$ cat src/rtl/encoder_prior_4to2.sv
// encoder_prior_4to2: registered 4-to-2 priority encoder.
// The highest-numbered set bit of d wins and its index is reported on y;
// valid flags that any request bit was set at capture.
// Optional feature macro: ENCODER_PRIOR_4TO2_MULTI_EN adds the registered
// output multi, set when two or more request bits were present at capture.
// Outputs load on a rising edge with en=1, hold with en=0, and clear on a
// rising edge with rst_n=0 (synchronous, reset wins over capture).
module encoder_prior_4to2 (
   input  logic       clk,
   input  logic       rst_n,
   input  logic       en,
   input  logic [3:0] d,
   output logic [1:0] y,
   output logic       valid
`ifdef ENCODER_PRIOR_4TO2_MULTI_EN
   ,
   output logic       multi
`endif
);

   // Index of the highest set bit; an all-zero vector encodes as 00 and is
   // distinguished from "bit 0 only" by the valid flag.
   function automatic logic [1:0] prio_code(input logic [3:0] v);
      logic [1:0] code;
      casez (v)
         4'b1???: code = 2'b11;
         4'b01??: code = 2'b10;
         4'b001?: code = 2'b01;
         4'b0001: code = 2'b00;
         default: code = 2'b00;
      endcase
      return code;
   endfunction

   // True when any request bit is set.
   function automatic logic any_set(input logic [3:0] v);
      return (v != 4'b0000);
   endfunction

`ifdef ENCODER_PRIOR_4TO2_MULTI_EN
   // True when two or more request bits are set: clearing the lowest set
   // bit leaves something behind only if another bit was also set.
   function automatic logic two_or_more(input logic [3:0] v);
      return ((v & (v - 4'b0001)) != 4'b0000);
   endfunction
`endif

   logic [1:0] y_next_s;
   logic       valid_next_s;
   logic [1:0] y_r;
   logic       valid_r;
`ifdef ENCODER_PRIOR_4TO2_MULTI_EN
   logic       multi_next_s;
   logic       multi_r;
`endif

   // Combinational encode of the current request vector, captured below.
   always_comb begin
      y_next_s     = 2'b00;
      valid_next_s = 1'b0;
`ifdef ENCODER_PRIOR_4TO2_MULTI_EN
      multi_next_s = 1'b0;
`endif
      if (any_set(d)) begin
         y_next_s     = prio_code(d);
         valid_next_s = 1'b1;
`ifdef ENCODER_PRIOR_4TO2_MULTI_EN
         multi_next_s = two_or_more(d);
`endif
      end else begin
         y_next_s     = 2'b00;
         valid_next_s = 1'b0;
`ifdef ENCODER_PRIOR_4TO2_MULTI_EN
         multi_next_s = 1'b0;
`endif
      end
   end

   // Output registers: synchronous clear, capture on en, otherwise hold.
   always_ff @(posedge clk) begin
      if (!rst_n) begin
         y_r     <= 2'b00;
         valid_r <= 1'b0;
`ifdef ENCODER_PRIOR_4TO2_MULTI_EN
         multi_r <= 1'b0;
`endif
      end else if (en) begin
         y_r     <= y_next_s;
         valid_r <= valid_next_s;
`ifdef ENCODER_PRIOR_4TO2_MULTI_EN
         multi_r <= multi_next_s;
`endif
      end else begin
         y_r     <= y_r;
         valid_r <= valid_r;
`ifdef ENCODER_PRIOR_4TO2_MULTI_EN
         multi_r <= multi_r;
`endif
      end
   end

   assign y     = y_r;
   assign valid = valid_r;
`ifdef ENCODER_PRIOR_4TO2_MULTI_EN
   assign multi = multi_r;
`endif

endmodule

$ cat config.mk
export PLATFORM = sky130hd
export DESIGN_NAME = encoder_prior_4to2
export DESIGN_NICKNAME = d
export VERILOG_FILES = /design/src/rtl/encoder_prior_4to2.sv
export SDC_FILE = /design/constraint.sdc
export NUM_CORES = 1
export LEC_CHECK = 0
export ABC_AREA = 1
export ABC_CLOCK_PERIOD_IN_PS = 800
export CORE_AREA = 2 2 39 41
export DETAILED_ROUTE_END_ITERATION = 16
export DIE_AREA = 0 0 41 43
export PLACE_DENSITY_LB_ADDON = 0.12
export SYNTH_ARGS = -nofsm -noshare
export SYNTH_HDL_FRONTEND = slang
export SYNTH_SLANG_ARGS = --single-unit
$ cat constraint.sdc
create_clock -name clk -period 0.8 [get_ports clk]
set_clock_uncertainty 0.1 [all_clocks]
set_input_delay 0.12 -clock clk [delete_from_list [all_inputs] [get_ports clk]]
set_output_delay 0.12 -clock clk [all_outputs]
set_load 0.01 [all_outputs]
# Word-level counts from Yosys, hierarchy flattened

Index checks and enable logic that the tools add are counted.

Output and inout port bits: 3
Bits of input ports: 7
Word-level logic and storage cells: 8
Flip-flop bits (word level): 3

Equal/unequal tests: 2
Reduce and logical (&&, ||, !) cells: 1
Mux-type cells: 3

Operators with widths:

| kind                                           | count |
|---|---|
| one-hot mux 2 bit (3 select lines)             | 1 |
| nonzero test 4 bit                             | 1 |
| == test 3 x 1 -> 1 bit (second input constant) | 1 |
| == test 2 x 1 -> 1 bit (second input constant) | 1 |
| 2-to-1 mux 2 bit                               | 1 |
| 2-to-1 mux 1 bit                               | 1 |

# Longest topological paths before layout

Depth in word-level cells: 3
Mapped depth: 4
Depth with buffers taken out: 4

# Least setup slack after synthesis

No wires, ideal clock.

Kind: reg-to-reg
Start: reg, netlist name valid
End: reg valid_r, in the netlist valid
Data required time: 0.591 ns
Buffers on the path: 0
Setup time: 0.109 ns
Slack: 0.031 ns
Stages on the path, launching flop included: 4
Period minus slack after synthesis: 0.769 ns
Arrival time: 0.560 ns
Cells stage by stage: dfxtp_1 > o21a_1 > nand2_1 > inv_1

RTL lines:

| item                   | line | RTL |
|---|---|---|
| end signal: assignment | 89   | `valid_r <= valid_next_s;` |
| end signal: assignment | 95   | `valid_r <= valid_r;` |
| end: declaration       | 51   | `logic valid_r;` |

# Worst setup path in the final report

Start: reg valid_r, in the netlist valid
End: out valid

RTL lines:

| item             | line | RTL |
|---|---|---|
| end: declaration | 14   | `output logic valid` |

No word-level cell between the ends.

==> results.md <==
- Clock transition at the registers of the reported paths: 40 ps
- RSZ-0062 raised after global routing: true
- Post-Layout Cell Count: 46
- Die width: 41 µm
- Max VDD drop: 498.0 µV
- Share of cells above drive strength 1: 33.33%
- Largest net degree at the start of global routing: 7
- Power share of the combinational group: 15.6%
- IO Port Bufs: 9
- Wirelength, routed: 357 µm
- Max Fclk: 1.144 GHz
- Most frequent cells after synthesis: 3 x dfxtp_1, 3 x inv_1, 3 x nor2_1
- Placed insts: 42
- Largest fanout on the critical path: 2
- Failing checks: negative setup slack
- Vias in the first global route: 154
- Core ar.: 1384 µm²
- Vias per cell: 3.283
- Mux cell area share after synthesis: 0%
- Synth Area in Simple Gates: 19.39%
- Nets: 38
- Top Usage Layer GRT: met4
- Internal Pwr Total: 0.0003990 W
- Crit path cell chain: buf_6
- Vias: 151
- Top_reg_cell synth: dfxtp_1
- Mapped Cells: 17
- Cell taking the most area after synthesis: dfxtp_1
- Initial Util: 8.861%
- Critical Path AT: 650 ps
- WL/cell: 7.761 µm
- GR Util All Layers: 4.819%
- Top delay family on crit path: flip-flops
- Leakage power total: 0.1510 nW
- Crit share post-route: 109.3%
- Area contributors post-synth: dfxtp_1 49%, inv_1 9.2%, nor2_1 9.2%
- Hold Path Class: in -> reg
- CTS tree: yes
- First-pass GRT wire length: 538 µm
- Synth Area in XOR/XNOR: 0%
- Yosys Warn Count: 0
- Crit path required time: 580 ps
- Detailed router's first-iteration violation count: 3
- Detail Placement HPWL: 282.5 µm
- Post-synthesis adder-cell area fraction: 0%
- Final min period: 874.1 ps
- PnR worst setup slack: -74.14 ps
- # fillers: 163
- Largest family of logic cells by synthesized area: compound AO/OA/AOI/OAI gates
- Clock power share: 50.7%
- Area Growth Syn to Fin: 122.4%
- Clock latency on the worst-skew pair: 230 ps
- Root Buffer: clkbuf_4
- Htree depth: 1
- Final RePlAce weighted congestion: 0.5654
- I/O Pins: 10
- Final Max Slew Viols: 0
- Mapped Nets: 24
- # diodes: 0
- Startpoint Class: flip-flop
- FF+latch count, synth: 3
- Sw Share: 21.70%
- Antenna violations before repair: 0
- TritonCTS Sinks: 3
- DRT Pass-1 Iters: 2
- Outcome: complete, but fails checks
- Utilization after layout: 19.71%
- CTS max path bufs: 2
- CP Buf/Inv Count: 1
- Worst Setup End Kind: output pin
- Row count: 14
- Die area: 1763 µm²
- Met1 usage: 5.788%
- Slew margin rel.: 86.84%
- P_sw: 0.0001106 W
- EDFF count, synth: 0
- Post-synth top area share: 48.98%
- Antenna-violating nets left: 0
- Crit Path Class: reg -> out
- Grt total ovfl: 0
- Max_cap viols: 0
- Avg Inst Size Synth: 7.213 µm²
- Crit-path slowest cell: dfxtp_2
- Die H: 43 µm
- # DRC: 0
- Synth cell types: 9
- Synth Area in Compound Gates: 22.45%
- Reg power frac: 33.7%
- Endpoints failing setup: 3
- Sum Neg Setup Slack: -213.9 ps
- FFs w/ async S/R, synth: 0%
- Pwr dens: 1868 nW/µm²
- GR met2 Demand/Resource: 5.313%
- TritonCTS buffer count: 3
- Cell area after synthesis: 122.6 µm²
- Slowest stage delay, CP: 310 ps
- Post-synthesis sequential area ratio: 48.98%
- GR Util met3: 2.094%
- Final hold vios: 0
- Slew @ Worst Pin: 197.4 ps
final cells by class:
cell class | instances | area (µm²) | area share, %
Multi-Input combinational cell | 11 | 53.80 | 19.72
Timing Repair Buffer | 9 | 97.59 | 35.78
Tap cell | 16 | 20.02 | 7.339
Clock buffer | 4 | 26.28 | 9.633
Inverter | 3 | 11.26 | 4.128
Sequential cell | 3 | 63.81 | 23.39
sequential cells by signal, indices dropped and copies added (netlist names):
register,flops
y,2
valid,1
per-layer routing:
metal / vias to the layer above / wire length (µm)
li1: 80 / -
met5: - / 0
met3: 0 / 53
met4: 0 / 0
met2: 7 / 142
met1: 64 / 162
power groups by stage:
stage	Clock (W)	Combinational (W)	Sequential, W
2_1_floorplan	0	0.0000185	0.000175
3_3_place_gp	0	0.0000855	0.000170
3_5_place_dp	0	0.0000856	0.000169
4_1_cts	0.000274	0.0000839	0.000172
5_1_grt	0.000289	0.0000883	0.000174
6_report	0.000259	0.0000794	0.000172
layout by cell type, fill, tap and decap left out:
| master | count |
|---|---|
| nor2_2 | 1 |
| nor2_1 | 2 |
| dlymetal6s2s_1 | 3 |
| o21a_1 | 1 |
| nand3_1 | 1 |
| clkbuf_4 | 3 |
| buf_6 | 3 |
| inv_1 | 3 |
| a21oi_1 | 2 |
| clkbuf_1 | 1 |
| dfxtp_2 | 3 |
| o21ai_1 | 1 |
| dlygate4sd2_1 | 3 |
| o21ai_0 | 1 |
| nand2_1 | 2 |
through the flow:
step | power [W] | worst slack, ps | area [µm²] | hold slack [ps]
global route | 0.0005508 | -103.0 | 272.8 | 103.9
global placement | 0.0002551 | -353.7 | 232.7 | 404.4
floorplan | 0.0001936 | 30.73 | 122.6 | 109.4
finish | 0.0005096 | -74.14 | 272.8 | 87.34
detailed placement | 0.0002550 | -343.9 | 232.7 | 401.2
CTS | 0.0005296 | -86.02 | 265.3 | 214.0
cells by family after synthesis:
group	count (synthesis)
buffers and inverters	3
AND/OR/NAND/NOR	6
AO/OA/AOI/OAI	5
flip-flops	3
timing repair:
action | in CTS | in global routing
buffers inserted | 0 | 0
pin swaps | 1 | 2
setup endpoints to repair | 6 | 5
gates resized for setup | 22 | 3
hold buffers | 0 | 0
worst paths after layout:
| path | slack, ps | cells past startpoint | from | end |
|---|---|---|---|---|
| worst max-delay path | -70 | 1 | valid | valid |
| worst min-delay path | 90 | 3 | d[1] | y[0] |
| worst max register to register | 40 | 3 | valid | valid |
| worst min register to register | 400 | 2 | y[0] | y[0] |
Power figures use the tool's default switching activity.
